[config.mk]
export PLATFORM = sky130hd
export DESIGN_NAME = uart_rx_frame
export DESIGN_NICKNAME = d
export VERILOG_FILES = /design/src/rtl/uart_rx_frame.sv
export SDC_FILE = /design/constraint.sdc
export NUM_CORES = 1
export LEC_CHECK = 0
export CAP_MARGIN = 20
export CELL_PAD_IN_SITES_DETAIL_PLACEMENT = 2
export CELL_PAD_IN_SITES_GLOBAL_PLACEMENT = 2
export CORE_MARGIN = 3
export CORE_UTILIZATION = 38
export DETAILED_ROUTE_END_ITERATION = 7
export PLACE_DENSITY = 0.88
export SLEW_MARGIN = 20
export SYNTH_ARGS = -nofsm -noshare
export SYNTH_HDL_FRONTEND = slang
export SYNTH_SLANG_ARGS = --single-unit
[constraint.sdc]
create_clock -name clk_i -period 3.2 [get_ports clk_i]
set_input_delay 0.48 -clock clk_i [delete_from_list [all_inputs] [get_ports clk_i]]
set_output_delay 0.48 -clock clk_i [all_outputs]
set_load 0.01 [all_outputs]
[src/rtl/uart_rx_frame.sv]
// uart_rx_frame: 16x-oversampled UART receiver. 2-flop synchronizer, 3-sample majority vote per bit.
// Latency: data_o/valid_o update one clk_i after the stop-bit decision, at sample 9 of the stop bit.
// Backpressure: one-byte holding register; a byte completing while valid_o=1 and ready_i=0 is dropped with overrun_o.
//
// Parameters: n = data bits per frame (n >= 2), CLK_DIV = clk_i cycles per oversample tick.
// Ports: clk_i/rst_ni (sync, active-low), Rx_i serial line (idle high), ready_i downstream accept,
//        data_o/valid_o held byte, frame_err_o/overrun_o/parity_err_o one-cycle error pulses.
// Optional feature: define UART_RX_PARITY_EN for one even-parity bit after the data bits;
//        otherwise parity_err_o is constant 0.
`timescale 1ns/1ps
module uart_rx_frame #(
    parameter int n       = 8,
    parameter int CLK_DIV = 27
) (
    input  logic         clk_i,
    input  logic         rst_ni,
    input  logic         Rx_i,
    input  logic         ready_i,
    output logic [n-1:0] data_o,
    output logic         valid_o,
    output logic         frame_err_o,
    output logic         overrun_o,
    output logic         parity_err_o
);

    localparam int TW = (CLK_DIV > 1) ? $clog2(CLK_DIV) : 1;
    localparam int BW = (n > 1) ? $clog2(n) : 1;
    localparam logic [TW-1:0] TICK_LAST = TW'(CLK_DIV - 1);
    localparam logic [BW-1:0] BIT_LAST  = BW'(n - 1);

    typedef enum logic [2:0] {
        IDLE,
        START,
        DATA,
`ifdef UART_RX_PARITY_EN
        PARITY,
`endif
        STOP,
        BREAK
    } state_t;

    state_t state, state_nxt;

    // ------------------------------------------------------------------
    // Synchronizer: flops reset to the idle level so a reset never looks
    // like a start bit.
    // ------------------------------------------------------------------
    logic rx_meta, rx_sync;

    always_ff @(posedge clk_i) begin
        if (!rst_ni) begin
            rx_meta <= 1'b1;
            rx_sync <= 1'b1;
        end else begin
            rx_meta <= Rx_i;
            rx_sync <= rx_meta;
        end
    end

    logic start_det;
    assign start_det = (state == IDLE) && !rx_sync;

    // ------------------------------------------------------------------
    // Oversample tick. Restarting on start detection phase-aligns every
    // sample point to the falling edge of the start bit.
    // ------------------------------------------------------------------
    logic [TW-1:0] tick_cnt;
    logic          tick;

    assign tick = (tick_cnt == TICK_LAST);

    always_ff @(posedge clk_i) begin
        if (!rst_ni)
            tick_cnt <= '0;
        else if (start_det || tick)
            tick_cnt <= '0;
        else
            tick_cnt <= tick_cnt + TW'(1);
    end

    // ------------------------------------------------------------------
    // Sample/bit counters and the majority vote over samples 7, 8, 9.
    // Samples 7 and 8 are stored; sample 9 is the live synchronized bit,
    // so the vote is ready exactly on the sample-9 tick.
    // ------------------------------------------------------------------
    logic [3:0]    samp_cnt;
    logic [BW-1:0] bit_cnt;
    logic          s7, s8, maj;
    logic          samp9, samp15;
    logic [n-1:0]  shreg;
    logic          shift_en, deliver, frame_bad, byte_ok;
`ifdef UART_RX_PARITY_EN
    logic          par_smp;
`endif

    assign maj    = (s7 & s8) | (s7 & rx_sync) | (s8 & rx_sync);
    assign samp9  = tick && (samp_cnt == 4'd9);
    assign samp15 = tick && (samp_cnt == 4'd15);

    always_ff @(posedge clk_i) begin
        if (!rst_ni) begin
            samp_cnt <= '0;
            bit_cnt  <= '0;
            s7       <= 1'b0;
            s8       <= 1'b0;
            shreg    <= '0;
        end else begin
            // samp_cnt wraps 15 -> 0 on its own at each bit boundary
            if (start_det)
                samp_cnt <= '0;
            else if (tick && (state != IDLE) && (state != BREAK))
                samp_cnt <= samp_cnt + 4'd1;

            if (start_det)
                bit_cnt <= '0;
            else if ((state == DATA) && samp15)
                bit_cnt <= (bit_cnt == BIT_LAST) ? '0 : bit_cnt + BW'(1);

            if (tick && (samp_cnt == 4'd7))
                s7 <= rx_sync;
            if (tick && (samp_cnt == 4'd8))
                s8 <= rx_sync;

            // LSB arrives first, so shift in from the top
            if (shift_en)
                shreg <= {maj, shreg[n-1:1]};
        end
    end

    // ------------------------------------------------------------------
    // Parity: error is flagged at the parity sample and remembered so the
    // stop check still runs but the byte is not delivered.
    // ------------------------------------------------------------------
`ifdef UART_RX_PARITY_EN
    logic par_bad;

    always_ff @(posedge clk_i) begin
        if (!rst_ni) begin
            par_bad      <= 1'b0;
            parity_err_o <= 1'b0;
        end else begin
            parity_err_o <= 1'b0;
            if (start_det) begin
                par_bad <= 1'b0;
            end else if (par_smp) begin
                par_bad      <= ^{shreg, maj};
                parity_err_o <= ^{shreg, maj};
            end
        end
    end

    assign byte_ok = !par_bad;
`else
    assign parity_err_o = 1'b0;
    assign byte_ok      = 1'b1;
`endif

    // ------------------------------------------------------------------
    // Frame state machine
    // ------------------------------------------------------------------
    always_ff @(posedge clk_i) begin
        if (!rst_ni)
            state <= IDLE;
        else
            state <= state_nxt;
    end

    always_comb begin
        state_nxt = state;
        shift_en  = 1'b0;
        deliver   = 1'b0;
        frame_bad = 1'b0;
`ifdef UART_RX_PARITY_EN
        par_smp   = 1'b0;
`endif
        case (state)
            IDLE: begin
                if (!rx_sync)
                    state_nxt = START;
            end
            START: begin
                // a start bit that votes high was a glitch
                if (samp9 && maj)
                    state_nxt = IDLE;
                else if (samp15)
                    state_nxt = DATA;
            end
            DATA: begin
                shift_en = samp9;
                if (samp15 && (bit_cnt == BIT_LAST)) begin
`ifdef UART_RX_PARITY_EN
                    state_nxt = PARITY;
`else
                    state_nxt = STOP;
`endif
                end
            end
`ifdef UART_RX_PARITY_EN
            PARITY: begin
                par_smp = samp9;
                if (samp15)
                    state_nxt = STOP;
            end
`endif
            STOP: begin
                // leave at sample 9 so a back-to-back start bit is not missed
                if (samp9) begin
                    if (maj) begin
                        deliver   = byte_ok;
                        state_nxt = IDLE;
                    end else begin
                        frame_bad = 1'b1;
                        state_nxt = BREAK;
                    end
                end
            end
            BREAK: begin
                if (rx_sync)
                    state_nxt = IDLE;
            end
            default: state_nxt = IDLE;
        endcase
    end

    // ------------------------------------------------------------------
    // Holding register and error pulses. A delivery coinciding with a
    // handshake reloads and keeps valid_o high.
    // ------------------------------------------------------------------
    always_ff @(posedge clk_i) begin
        if (!rst_ni) begin
            data_o      <= '0;
            valid_o     <= 1'b0;
            frame_err_o <= 1'b0;
            overrun_o   <= 1'b0;
        end else begin
            frame_err_o <= frame_bad;
            overrun_o   <= 1'b0;
            if (deliver) begin
                if (valid_o && !ready_i) begin
                    overrun_o <= 1'b1;
                end else begin
                    data_o  <= shreg;
                    valid_o <= 1'b1;
                end
            end else if (valid_o && ready_i) begin
                valid_o <= 1'b0;
            end
        end
    end

endmodule

== After elaboration in Yosys (flattened, before gate mapping) ==
Cells that the tools add are included.

* Bits in registers: 38
* Input bits: 4
* Output and inout bits: 12
* Logic and storage cells: 83

* $add $sub $neg: 3
* Equality and inequality tests: 17
* Multiplexer cells: 18
* Bitwise logic cells: 7
* Reduce and logical (&&, ||, !) cells: 25

{| class="wikitable"
|+ Operators by type and width
! cell !! count
|-
| 2-to-1 mux 3 bit || 8
|-
| one-hot mux 3 bit (5 select lines) || 1
|-
| equality test 4 bit (second input constant) || 3
|-
| logical AND 1 bit || 12
|-
| 2-to-1 mux 1 bit || 9
|-
| inequality test 2 bit (second input constant) || 4
|-
| equality test 3 x 2 -> 1 bit (second input constant) || 2
|-
| equality test 3 bit (second input constant) || 2
|-
| inequality test 3 bit (second input constant) || 2
|-
| AND reduction 2 bit || 3
|-
| adder 5 x 1 -> 5 bit (second input constant) || 1
|-
| equality test 5 bit (second input constant) || 1
|-
| AND reduction 5 bit || 1
|-
| adder 4 x 1 -> 4 bit (second input constant) || 1
|-
| equality test 4 x 3 -> 1 bit (second input constant) || 1
|-
| OR reduction 2 bit || 2
|-
| adder 3 x 1 -> 3 bit (second input constant) || 1
|-
| bitwise AND 1 bit || 3
|-
| equality test 3 x 1 -> 1 bit (second input constant) || 1
|-
| zero test 3 bit || 1
|-
| AND reduction 3 bit || 1
|-
| nonzero test 3 bit || 1
|-
| zero test 1 bit || 2
|-
| inequality test 2 x 1 -> 1 bit (second input constant) || 1
|-
| other kinds (4) || 6
|}

== Logic depth before layout (Yosys ltp) ==
Gate-level depths: netlist of run 1.

* Word-level depth: 8
* Mapped depth: 8
* Mapped depth without buffers: 7

== Worst setup path before layout of run 1 ==
OpenSTA, ideal clock, no wires.

* Path type: register to register
* Start: register samp_cnt[0]
* End: register data_o[0]
* Setup time: 0.116 ns
* Arrival time: 1.801 ns
* Data required time: 3.084 ns
* Path slack: 1.283 ns
* Cell stages (with the launch flop): 7
* Path buffers: 0
* Period minus slack after synthesis: 1.917 ns
* Cell sequence: dfxtp_1 > ha_1 > nor2b_1 > nand3_4 > nor4_4 > mux2i_1 > nor2b_1

* Word-level cells in the longest chain between the ends: 5

{| class="wikitable"
|+ RTL lines
! element !! line !! text
|-
| start: declaration || 86 || <nowiki>logic [3:0] samp_cnt;</nowiki>
|-
| start signal: assignment || 112 || <nowiki>samp_cnt <= samp_cnt + 4'd1;</nowiki>
|-
| equality test 4 bit || 97 || <nowiki>assign samp9 = tick && (samp_cnt == 4'd9);</nowiki>
|-
| logical AND 1 bit || 97 ||
|-
| 2-to-1 mux 1 bit || 207 || <nowiki>if (samp9) begin</nowiki>
|-
| 2-to-1 mux 1 bit || 176 || <nowiki>case (state)</nowiki>
|-
| AND reduction 2 bit (no line) || n/a ||
|-
| end signal: assignment || 242 || <nowiki>data_o <= shreg;</nowiki>
|-
| end: declaration || 19 || <nowiki>output logic [n-1:0] data_o,</nowiki>
|}

No other way between the ends.
A chain may end at the register's enable or synchronous reset.

== Worst setup path after layout of run 1 ==
* Start: register samp_cnt[0]
* End: register data_o[5]

Same word-level chain as after synthesis.

==> results of run 1 <==
synthesized netlist by cell type (2+ instances only):
library cell	count	share of area [%]
dfxtp_1	38	46
nor2b_1	21	7.9
mux2i_1	20	12
nor2_1	15	3.4
nand2_1	9	2.0
ha_1	7	5.3
clkbuf_1	4	0.90
inv_1	4	0.90
nand3_1	4	1.2
xor2_1	4	2.1
a21oi_1	3	0.90
nand2b_1	3	1.1
nor3_1	3	0.90
o21ai_0	3	0.90
or3_1	3	1.1
xnor2_1	3	1.6
nor3b_1	2	0.90
o21a_1	2	0.90
o22ai_1	2	0.75
worst min path at each step:
stage                  startpoint                 end  slack [ns]  cells past startpoint
3_5_place_dp   rx_meta$_SDFF_PN1_  rx_sync$_SDFF_PN1_        0.40                      1
4_1_cts        rx_meta$_SDFF_PN1_  rx_sync$_SDFF_PN1_        0.41                      1
3_3_place_gp   rx_meta$_SDFF_PN1_  rx_sync$_SDFF_PN1_        0.39                      1
5_1_grt        rx_meta$_SDFF_PN1_  rx_sync$_SDFF_PN1_        0.44                      1
6_report       rx_meta$_SDFF_PN1_  rx_sync$_SDFF_PN1_        0.41                      1
2_1_floorplan  rx_meta$_SDFF_PN1_  rx_sync$_SDFF_PN1_        0.39                      1
critical path, cell delays in order (launching register included):
cell and delay [ns]:
dfxtp_1 0.43, ha_1 0.17, nor2b_1 0.34, nand3_4 0.15, nor4_4 0.71, mux2i_1 0.30, nor2b_1 0.08
sequential cells by signal (all words and copies together), names as in the netlist:
signal / count
rx_sync: 1
samp_cnt: 4
data_o: 8
frame_err_o: 1
shreg: 8
state: 3
bit_cnt: 3
s7: 1
valid_o: 1
tick_cnt: 5
rx_meta: 1
s8: 1
overrun_o: 1
power by group through the flow:
stage | clock network [mW] | logic, mW | registers, mW
floorplan | 0 | 0.0366 | 0.499
global placement | 0 | 0.0466 | 0.501
detailed placement | 0 | 0.0510 | 0.503
CTS | 0.406 | 0.0537 | 0.492
global route | 0.432 | 0.0596 | 0.494
finish | 0.391 | 0.0531 | 0.492
layer usage:
metal  vias to the layer above  track usage (%)  routed length (um)
li1                        603                -                   -
met3                         4             4.16                 109
met2                        16             33.1                2230
met5                         -                0                   0
met1                       618             21.9                1810
met4                         0             4.38                  38
cells by family after synthesis:
| family | synth area share (%) |
|---|---|
| AND/OR/NAND/NOR | 24.2 |
| flip-flops | 45.7 |
| multiplexers | 12.0 |
| adder cells (fa/ha/maj) | 5.86 |
| buffers and inverters | 2.25 |
| AO/OA/AOI/OAI | 6.09 |
| XOR/XNOR | 3.68 |
| other | 0.225 |
area by class of cell:
| type | count | area [sq um] | share of cell area, % |
|---|---|---|---|
| timing repair buffer | 15 | 148 | 7.54 |
| multi-input combinational | 121 | 867 | 44.3 |
| inverter | 4 | 15.0 | 0.766 |
| tap | 50 | 62.6 | 3.19 |
| clock buffer | 7 | 76.3 | 3.90 |
| clock inverter | 1 | 30.0 | 1.53 |
| sequential | 38 | 761 | 38.8 |
metrics by stage:
stage / cells / setup slack (ns)
floorplan: 168 / 1.28
global placement: 228 / 1.10
detailed placement: 228 / 0.954
CTS: 236 / 0.887
global route: 236 / 0.716
finish: 236 / 0.925
==> impl_metrics.tcl, run 1 <==
set metrics [dict create \
    slew_viol_final 0 \
    period_share_pct 71.1 \
    core_sq_um 4120 \
    startpoint "samp_cnt[0]$_SDFFE_PP0P_" \
    cap_violations 0 \
    wirelength_um 4180 \
    fillers 436 \
    post-route-util_pct 47.6 \
    postCtsHoldBufs 0 \
    rr_worst_depth 6 \
    tritoncts "yes" \
    drive_gt1_share_pct 6.45 \
    path_class "reg2reg" \
    async_reset_ff_share_pct 0 \
    clock_latency_ns 0.28 \
    drcViolationCount 0 \
    grt_max_degree 28 \
    ir_drop_mv 0.249 \
    rrSetupSlack_ns 0.92 \
    cts_buffers 5 \
    setup_viol 0 \
    synth-edff-count 0 \
    swShare_pct 21.4 \
    dieArea_sq_um 5210 \
    rsz0062_at_grt "false" \
    diodes 0 \
    htree_levels 2 \
    p_sw_mw 0.200 \
    synth_fp_nets 179 \
    clock_power_share_pct 41.7 \
    antenna_found_initial 0 \
    initial_core_util_pct 40.5 \
    die_h_um 72.2 \
    total_power_mw 0.936 \
    seq_area_frac_synth_pct 45.7 \
    worstMarginPinSlew_ns 0.729 \
    yosys_warnings 0 \
    max_freq_mhz 440 \
    avgSynthCellArea_sq_um 9.91 \
    min_path_type "reg2reg" \
    finalHoldViolCount 0 \
    min_period_ns 2.28 \
    whs_ns 0.410 \
    row_count 23 \
    fp.dieW_um 72.2 \
    grt_remaining_overflow 0 \
    layout_common_cells "38 x dfxtp_1, 21 x nor2b_1, 20 x mux2i_1" \
    via_per_inst 5.26 \
    rr_endpoint "data_o[5]$_SDFFE_PN0P_" \
    grt_pass1_vias 1412 \
    fin_area_sq_um 1960 \
    cts_root_buf "clkbuf_8" \
    grt_pass1_wl_um 7340 \
    seqPwrFrac_pct 52.6 \
    crit_path_end "data_o[5]$_SDFFE_PN0P_" \
    final_common_cell "dfxtp_1" \
    ios 16 \
    ys_types 37 \
    track_usage_pct 18.3 \
    synth-seq-cells 38 \
    dr.pass1.iters 4 \
    crit_arrival_ns 2.45 \
    start_kind "flip-flop" \
    drt_iter0_drc 56 \
    r2r_start "samp_cnt[0]$_SDFFE_PP0P_" \
    endpoint_kind "flip-flop" \
    cp.required_ns 3.37 \
    place_congestion 0.840 \
    crit_fanout 8 \
    internal_power_mw 0.736 \
    syn_inst 168 \
    combPwrFrac_pct 5.7 \
    syn-cell-area_sq_um 1670 \
    place_hpwl_um 3120 \
    clk_pin_slew_ns 0.07 \
    area_growth_pct 17.7 \
    vias 1241 \
    wire_per_inst_um 17.7 \
    post_cts.repair.setup_buffers 0 \
    num-nets-final 196 \
    ctsLongestPathBuffers 2 \
    dpl_cell_area_sq_um 1850 \
    io_buffers 14 \
    postRouteAntennaNets 0 \
    cts.sinks 38 \
    p_leak_nw 0.672 \
    ys.flop_type "dfxtp_1" \
    status "complete, no violations" \
    power.density_nw_per_um2 478 \
    setup_tns_ns 0 \
    skew_ns 0.0126 \
    slew_headroom_pct 51.1 \
    cts_resized 0 \
]
Power figures use the tool's default switching activity.
==> run 2: changes to the inputs <==
--- a/config.mk
+++ b/config.mk
@@ -9,9 +9,9 @@
 export CELL_PAD_IN_SITES_DETAIL_PLACEMENT = 2
 export CELL_PAD_IN_SITES_GLOBAL_PLACEMENT = 2
 export CORE_MARGIN = 3
-export CORE_UTILIZATION = 38
+export CORE_UTILIZATION = 32
 export DETAILED_ROUTE_END_ITERATION = 7
-export PLACE_DENSITY = 0.88
+export PLACE_DENSITY = 0.8
 export SLEW_MARGIN = 20
 export SYNTH_ARGS = -nofsm -noshare
 export SYNTH_HDL_FRONTEND = slang
==> constraint.sdc (replaced) <==
create_clock -name clk_i -period 1.9 [get_ports clk_i]
set_input_delay 0.285 -clock clk_i [delete_from_list [all_inputs] [get_ports clk_i]]
set_output_delay 0.285 -clock clk_i [all_outputs]
set_load 0.01 [all_outputs]
==> run 2 against run 1 <==
Sequential cell count unchanged. Utilization is 4.6 points lower. Register-to-register slack worse by 0.85 ns. Sequential power increased by 69%. Worst hold slack gained 0.024 ns. Critical endpoint is now bit_cnt[0]$_SDFFE_PP0P_.
==> impl_metrics.tcl, run 2 (synthesis gave the netlist of run 1 again) <==
set metrics [dict create \
    core_sq_um 4880 \
    min_path_type "reg2reg" \
    ctsLongestPathBuffers 2 \
    grt_pass1_wl_um 7110 \
    place_congestion 0.790 \
    max_freq_mhz 547 \
    initial_core_util_pct 34.1 \
    cts_root_buf "clkbuf_8" \
    postRouteAntennaNets 0 \
    layoutNonFillerInstCount 261 \
    start_kind "flip-flop" \
    drt_iter0_drc 62 \
    wirelength_um 4240 \
    rsz0062_at_grt "true" \
    dpl_cell_area_sq_um 1940 \
    die_h_um 78.1 \
    placed_cells 250 \
    crit_fanout 4 \
    worst_slack_ns 0.0710 \
    slew_viol_final 0 \
    pre_cts_slack_ns 0.00935 \
    cp.required_ns 2.12 \
    path_class "reg2reg" \
    htree_levels 2 \
    worst-path-buf-inv 1 \
    tritoncts "yes" \
    fp.dieW_um 78.1 \
    crit_slowest_cell "or3_1" \
    layout_common_cells "36 x dfxtp_1, 20 x nor2b_1, 19 x mux2i_1" \
    wire_per_inst_um 16.3 \
    skew_ns 0.00253 \
    post-route-util_pct 43.0 \
    dr.pass1.iters 3 \
    final_common_cell "dfxtp_1" \
    crit_top_cell "or3_1" \
    finalHoldViolCount 0 \
    dieArea_sq_um 6110 \
    drive_gt1_share_pct 16.0 \
    grt_remaining_overflow 0 \
    min_period_ns 1.83 \
    area_growth_pct 26.0 \
    ios 16 \
    ir_drop_mv 0.375 \
    grt_pass1_vias 1431 \
    period_share_pct 96.3 \
    cap_violations 0 \
    rr_worst_depth 7 \
    clk_pin_slew_ns 0.07 \
    via_per_inst 4.87 \
    clock_latency_ns 0.28 \
    vias 1270 \
    min_path_cells 1 \
    power.density_nw_per_um2 715 \
    reg.largest.list "data_o x8, shreg x8, tick_cnt x5" \
    slew_headroom_pct 66.2 \
    track_usage_pct 14.8 \
    cpLargestDelayFamily "simple AND/OR/NAND/NOR gates" \
    endpoint_kind "flip-flop" \
    num-nets-final 204 \
    place_hpwl_um 3010 \
    io_buffers 14 \
    total_power_mw 1.50 \
    cpPeakStageDelay_ns 0.35 \
    status "complete, no violations" \
    min_from "rx_meta$_SDFF_PN1_" \
    p_leak_nw 0.716 \
    drcViolationCount 0 \
    crit_arrival_ns 2.05 \
    path_cells "inv_2, ha_2, and4b_2, nand2_1, or3_1, or3_1, a21oi_2" \
    cp.depth 7 \
    fin_area_sq_um 2100 \
    startpoint "tick_cnt[0]$_SDFF_PP0_" \
    r2r_start "tick_cnt[0]$_SDFF_PP0_" \
    worstMarginPinSlew_ns 0.502 \
    diodes 0 \
    cts_buffers 5 \
    rrSetupSlack_ns 0.07 \
    antenna_found_initial 0 \
    cts.sinks 38 \
    setup_viol 0 \
    row_count 25 \
    grt_max_degree 22 \
]
[run 2: changes by cell type in the layout (fill, tap and decap cells not counted), sizes merged]
cell / change
clkbuf: -1
bufinv: -1
clkinvlp: +1
clkinv: +1
buf: +8
[run 2: repair_timing]
item | 4_1_cts | 5_1_grt
endpoints found under the setup margin | 2 | 12
pin swaps | 0 | 2
hold endpoints to repair | 0 | 0
setup buffers | 1 | 2
resized for setup | 2 | 10
hold buffers | 0 | 0
[run 2: final timing paths]
| check | end |
|---|---|
| max | bit_cnt[0]$_SDFFE_PP0P_ |
| min | rx_sync$_SDFF_PN1_ |
| min reg2reg | rx_sync$_SDFF_PN1_ |
| max reg2reg | bit_cnt[0]$_SDFFE_PP0P_ |
[run 2: metal layers]
| layer | global-route usage, % | vias to the layer above | share of wire [%] |
|---|---|---|---|
| li1 | - | 621 | - |
| met1 | 17.0 | 633 | 44 |
| met2 | 27.2 | 14 | 54 |
| met3 | 3.10 | 2 | 2.0 |
| met4 | 4.72 | 0 | 0.59 |
| met5 | 0 | - | 0 |
[run 2: final cells by class]
type | instances | area, sq um
clock buffers | 6 | 82.6
clock inverters | 2 | 12.5
fillers | 535 | 2780
inverters | 4 | 15.0
multi-input cells | 121 | 905
flip-flops and latches | 38 | 763
well taps | 67 | 83.8
repair buffers | 23 | 236
[run 2: stage by stage]
stage          setup TNS, ns  hold slack (ns)
2_1_floorplan              0            0.386
3_3_place_gp               0            0.402
3_5_place_dp               0            0.417
4_1_cts                    0            0.438
5_1_grt               -0.182            0.458
6_report                   0            0.433
[run 2: report_power, final]
part	internal [mW]	switching [mW]
clock network	0.292	0.280
logic	0.0413	0.0545
registers	0.811	0.0209
total	1.14	0.355
==> run 3: changes to the inputs <==
--- a/config.mk
+++ b/config.mk
@@ -9,9 +9,9 @@
 export CELL_PAD_IN_SITES_DETAIL_PLACEMENT = 2
 export CELL_PAD_IN_SITES_GLOBAL_PLACEMENT = 2
 export CORE_MARGIN = 3
-export CORE_UTILIZATION = 32
+export CORE_UTILIZATION = 38
 export DETAILED_ROUTE_END_ITERATION = 7
-export PLACE_DENSITY = 0.8
+export PLACE_DENSITY = 0.88
 export SLEW_MARGIN = 20
 export SYNTH_ARGS = -nofsm -noshare
 export SYNTH_HDL_FRONTEND = slang
==> constraint.sdc (replaced) <==
create_clock -name clk_i -period 2.3 [get_ports clk_i]
set_input_delay 0.345 -clock clk_i [delete_from_list [all_inputs] [get_ports clk_i]]
set_output_delay 0.345 -clock clk_i [all_outputs]
set_load 0.01 [all_outputs]
==> run 3 against run 2 <==
Clock power is 15% lower. Maximum frequency shrank 8.7%. Sequential cell count did not move. Critical path depth stayed put. Power fell by 17%. Die area is 15% lower. Clock skew rose by 0.0049 ns. Via count is 2.3% lower. Combinational power fell by 22%. First-iteration DRC count down 50%. Non-clock buffer count is 5 lower. Critical endpoint is now data_o[2]$_SDFFE_PN0P_. Largest cell class unchanged. Largest power group unchanged.
==> impl_metrics.tcl, run 3 (synthesis gave the netlist of run 1 again) <==
set metrics [dict create \
    swShare_pct 24.4 \
    rr_endpoint "data_o[2]$_SDFFE_PN0P_" \
    crit_slowest_cell "dfxtp_1" \
    htree_levels 2 \
    initial_core_util_pct 40.5 \
    cap_violations 0 \
    die_h_um 72.2 \
    wire_per_inst_um 17.1 \
    postRouteAntennaNets 0 \
    crit_arrival_ns 2.20 \
    layoutNonFillerInstCount 239 \
    dieArea_sq_um 5210 \
    wirelength_um 4090 \
    min_from "rx_meta$_SDFF_PN1_" \
    seqPwrFrac_pct 54.9 \
    final_common_cell "dfxtp_1" \
    slew_headroom_pct 64.2 \
    setup_viol 0 \
    area_growth_pct 18.3 \
    path_cells "ha_1, nor2b_1, nand3_4, nor4_4, buf_4, mux2i_1, nor2b_1" \
    placed_cells 231 \
    cts_resized 0 \
    p_sw_mw 0.304 \
    row_count 23 \
    combPwrFrac_pct 6.0 \
    wl_met2_um 2130 \
    ctsLongestPathBuffers 2 \
    track_usage_pct 17.8 \
    worstMarginPinSlew_ns 0.531 \
    layout_common_cells "38 x dfxtp_1, 21 x nor2b_1, 20 x mux2i_1" \
    io_buffers 14 \
    clock_latency_ns 0.30 \
    finalHoldViolCount 0 \
    whs_ns 0.427 \
    min_path_type "reg2reg" \
    ir_drop_mv 0.337 \
    power.density_nw_per_um2 632 \
    cts.sinks 38 \
    period_share_pct 87.1 \
    place_hpwl_um 2990 \
    grt_pass1_wl_um 7060 \
    grt_pass1_vias 1394 \
    start_kind "flip-flop" \
    internal_power_mw 0.942 \
    skew_ns 0.00741 \
    cts_root_buf "clkbuf_8" \
    fp.dieW_um 72.2 \
    drt_iter0_drc 31 \
    reg.largest.list "data_o x8, shreg x8, tick_cnt x5" \
    dr.pass1.iters 2 \
    crit_top_cell "nor2b_1" \
    cp.required_ns 2.49 \
    place_congestion 0.756 \
    status "complete, no violations" \
    grt_remaining_overflow 0 \
    wl_met1_um 1780 \
    post_cts.repair.setup_buffers 0 \
    diodes 0 \
    top_layer "met4" \
    rsz0062_at_grt "false" \
    slew_viol_final 0 \
    via_per_inst 5.19 \
    min_path_cells 1 \
    core_sq_um 4120 \
    postCtsHoldBufs 0 \
    max_freq_mhz 499 \
    r2r_start "samp_cnt[0]$_SDFFE_PP0P_" \
    rrSetupSlack_ns 0.30 \
    tritoncts "yes" \
    drcViolationCount 0 \
    drive_gt1_share_pct 8.99 \
    clk_pin_slew_ns 0.08 \
    min_period_ns 2.00 \
    num-nets-final 199 \
    grt_max_degree 24 \
    cts_buffers 5 \
    p_leak_nw 0.682 \
    cpPeakStageDelay_ns 0.42 \
    endpoint_kind "flip-flop" \
    crit_fanout 8 \
    setup_tns_ns 0 \
    rr_worst_depth 7 \
    clock_power_share_pct 39.1 \
    antenna_found_initial 0 \
    vias 1241 \
    path_class "reg2reg" \
    holdPathEnd "rx_sync$_SDFF_PN1_" \
    ios 16 \
    met3RoutedLength_um 121 \
]
run 3: cell count changes in the layout (fill, tap and decap cells not counted), sizes merged:
| cell | change |
|---|---|
| buf | -5 |
run 3: layout make-up:
| cell class | count | area (sq um) |
|---|---|---|
| Inverter | 4 | 15.0 |
| Clock inverter | 2 | 12.5 |
| Clock buffer | 6 | 82.6 |
| Multi-Input combinational cell | 121 | 867 |
| Sequential cell | 38 | 761 |
| Fill cell | 445 | 2140 |
| Tap cell | 50 | 62.6 |
| Timing Repair Buffer | 18 | 170 |
run 3: worst max-delay path: cells and delay by family, from the launching register on:
kind / cells / cell delay [ns]
adders and majority gates: 1 / 0.17
DFF: 1 / 0.42
and+or+nand+nor: 4 / 0.84
buffers and inverters: 1 / 0.24
muxes: 1 / 0.23
run 3: worst max path at each step:
stage | from | to
2_1_floorplan | samp_cnt[0]$_SDFFE_PP0P_ | data_o[0]$_SDFFE_PN0P_
3_3_place_gp | tick_cnt[0]$_SDFF_PP0_ | bit_cnt[0]$_SDFFE_PP0P_
3_5_place_dp | samp_cnt[0]$_SDFFE_PP0P_ | data_o[2]$_SDFFE_PN0P_
4_1_cts | samp_cnt[0]$_SDFFE_PP0P_ | data_o[2]$_SDFFE_PN0P_
5_1_grt | samp_cnt[0]$_SDFFE_PP0P_ | data_o[1]$_SDFFE_PN0P_
6_report | samp_cnt[0]$_SDFFE_PP0P_ | data_o[2]$_SDFFE_PN0P_
run 3: power by group through the flow:
stage | registers [mW] | clock network [mW] | logic [mW]
after floorplan | 0.695 | 0 | 0.0510
after global placement | 0.698 | 0 | 0.0676
after detailed placement | 0.699 | 0 | 0.0732
after CTS | 0.683 | 0.504 | 0.0761
after global routing | 0.686 | 0.538 | 0.0857
final | 0.684 | 0.487 | 0.0748
run 3: per-stage QoR:
stage	worst slack [ns]	area (sq um)	util [%]	power (mW)
after floorplan	0.383	1670	-	0.746
after global placement	0.431	1880	45.6	0.765
after detailed placement	0.295	1880	45.6	0.772
after CTS	0.283	1970	47.9	1.26
after global routing	0.143	1970	47.9	1.31
final	0.296	1970	47.9	1.25
run 3: per-layer routing:
metal	vias to the layer above	global-route usage, %
met4	0	4.80
met5	-	0
met3	7	5.40
li1	611	-
met1	607	21.0
met2	16	31.1
==> edit (config.mk and constraints of run 2) <==
The parameter `n` goes from 8 to 16.
--- a/src/rtl/uart_rx_frame.sv
+++ b/src/rtl/uart_rx_frame.sv
@@ -10,5 +10,5 @@
 `timescale 1ns/1ps
 module uart_rx_frame #(
-    parameter int n       = 8,
+    parameter int n       = 16,
     parameter int CLK_DIV = 27
 ) (
Ports: changed (resized data_o); port bits go from 16 to 24. No check against the original RTL was run, so the function may have changed too.
==> edit against run 2 <==
- final area grew 34%
- first-iteration DRC count is 18% higher
- routed wire length up 21%
- core utilization down 4.5 points
- total power grew 27%
- worst setup slack improved by 93 ps
- sequential cell count grew 17
- final cell count increased by 41%
- synthesized area is 46% higher
- highest routed layer unchanged
==> edit: results (changes against run 2) <==
* Cts repair resizes at 0 (-2)
* Largest net degree at the start of global routing at 31 (+41%)
* RePlAce Congestion at 0.748 (-5.3%)
* Worst vdd ir at 0.285 mV (-24%)
* Clk_skew at 12.1 ps (+9.53 ps)
* Worst-path maximum fanout at 17 (+13)
* Sequential share of the synthesized area at 0.452 (-0.00529)
* Setup crit end: shreg[8]$_SDFFE_PN0P_
* Seq area share at 0.390 (+0.0265)
* Worst EP arrival at 1950 ps (-100 ps)
* Final period util at 0.913 (-0.0491)
* Top flop regs: data_o: 16 flops, shreg: 16 flops, tick_cnt: 5 flops
* Port Buffers at 22 (+8)
* Register bit total from synthesis at 55 (+45%)
* 1st-pass router iterations at 4 (+1)
* Worst-Skew Late Latency at 310 ps (+30 ps)
* M1 GR Usage at 0.172 (+0.00234)
* Placed Area at 2730 µm² (+41%)
* Routed WL per cell at 13.9 µm (-15%)
* Status: finished, final reports clean
* Data buffer area share at 0.101 (-0.0116)
* First-pass GRT wire length at 9030 µm (+27%)
* Mapped Nets at 258 (+44%)
* Total GRT Usage at 0.130 (-0.0178)
* Grt met3 use at 0.0265 (-0.00441)
* Power per cell area at 674 nW/µm² (-5.7%)
* Internal at 1450 µW (+27%)
* DR WL met3 at 144 µm (+73%)
* Yosys cell types at 42 (+14%)
* Nonclk buf count at 28 (+22%)
* Fraction of area in multi-input gates at 0.427 (-0.00363)
* Clock transition at path regs at 100 ps (+30 ps)
* Nets at 278 (+36%)
* #MultiIn Comb at 174 (+44%)
* Post-synth top cells: dfxtp_1, nand2_1, mux2i_1
* Fraction of layout cells with a size suffix above 1 at 0.0855 (-0.0743)
* FF-to-FF setup slack at 160 ps (+90 ps)
* Synth top area cells: dfxtp_1, mux2i_1, nand2_1, nor2b_1, ha_1
* Hold crit path type: in -> reg
* Leak pwr at 0.000928 µW (+30%)
* Clk tree area frac at 0.0319 (-0.0134)
* Vias at 1,756 (+38%)
* Max Root-Sink Buffers at 2 (unchanged)
* Post-detail-place hpwl at 3610 µm (+20%)
* Worst path slowest cell: dfxtp_1
* Met2 WL post-DR at 2400 µm (+5.6%)
-- edit: stage by stage --
step           worst slack (ps)  cells  total power, µW
4_1_cts                     146    368             1940
5_1_grt                    24.8    368             1990
3_3_place_gp                214    360             1260
6_report                    164    368             1900
3_5_place_dp                161    360             1260
2_1_floorplan               119    248             1250
-- edit: how the worst min path moves through the flow --
stage	start	cells after the start	end	slack (ps)
floorplan	rx_meta$_SDFF_PN1_	1	rx_sync$_SDFF_PN1_	390
global placement	rx_meta$_SDFF_PN1_	1	rx_sync$_SDFF_PN1_	390
detailed placement	rx_meta$_SDFF_PN1_	1	rx_sync$_SDFF_PN1_	410
CTS	rst_ni	2	rx_meta$_SDFF_PN1_	240
global route	rst_ni	2	rx_meta$_SDFF_PN1_	270
finish	rst_ni	2	rx_meta$_SDFF_PN1_	250
-- edit: logic make-up (layout without fill, tap and decap cells) --
group,after synthesis,in the layout,share of synthesized area
AO/OA/AOI/OAI,18,18,0.0528
other,1,1,0.00154
buffers and inverters,19,40,0.0539
AND/OR/NAND/NOR,105,105,0.233
adder cells (fa/ha/maj),7,7,0.0349
multiplexers,34,34,0.140
XOR/XNOR,9,9,0.0323
flip-flops,55,55,0.452
-- edit: power by group through the flow --
stage               clock network, µW  registers [µW]  logic, µW
floorplan                           0            1190       56.6
global placement                    0            1200       65.1
detailed placement                  0            1200       66.0
CTS                               703            1170       67.0
global route                      739            1170       74.7
finish                            664            1170       65.5
-- edit: worst reg2reg max path, delay by kind of cell, from the launching register on --
kind / cells / cell delay (ps)
adders and majority gates: 1 / 160
buffers and inverters: 2 / 240
DFF: 1 / 350
muxes: 1 / 220
and+or+nand+nor: 3 / 690
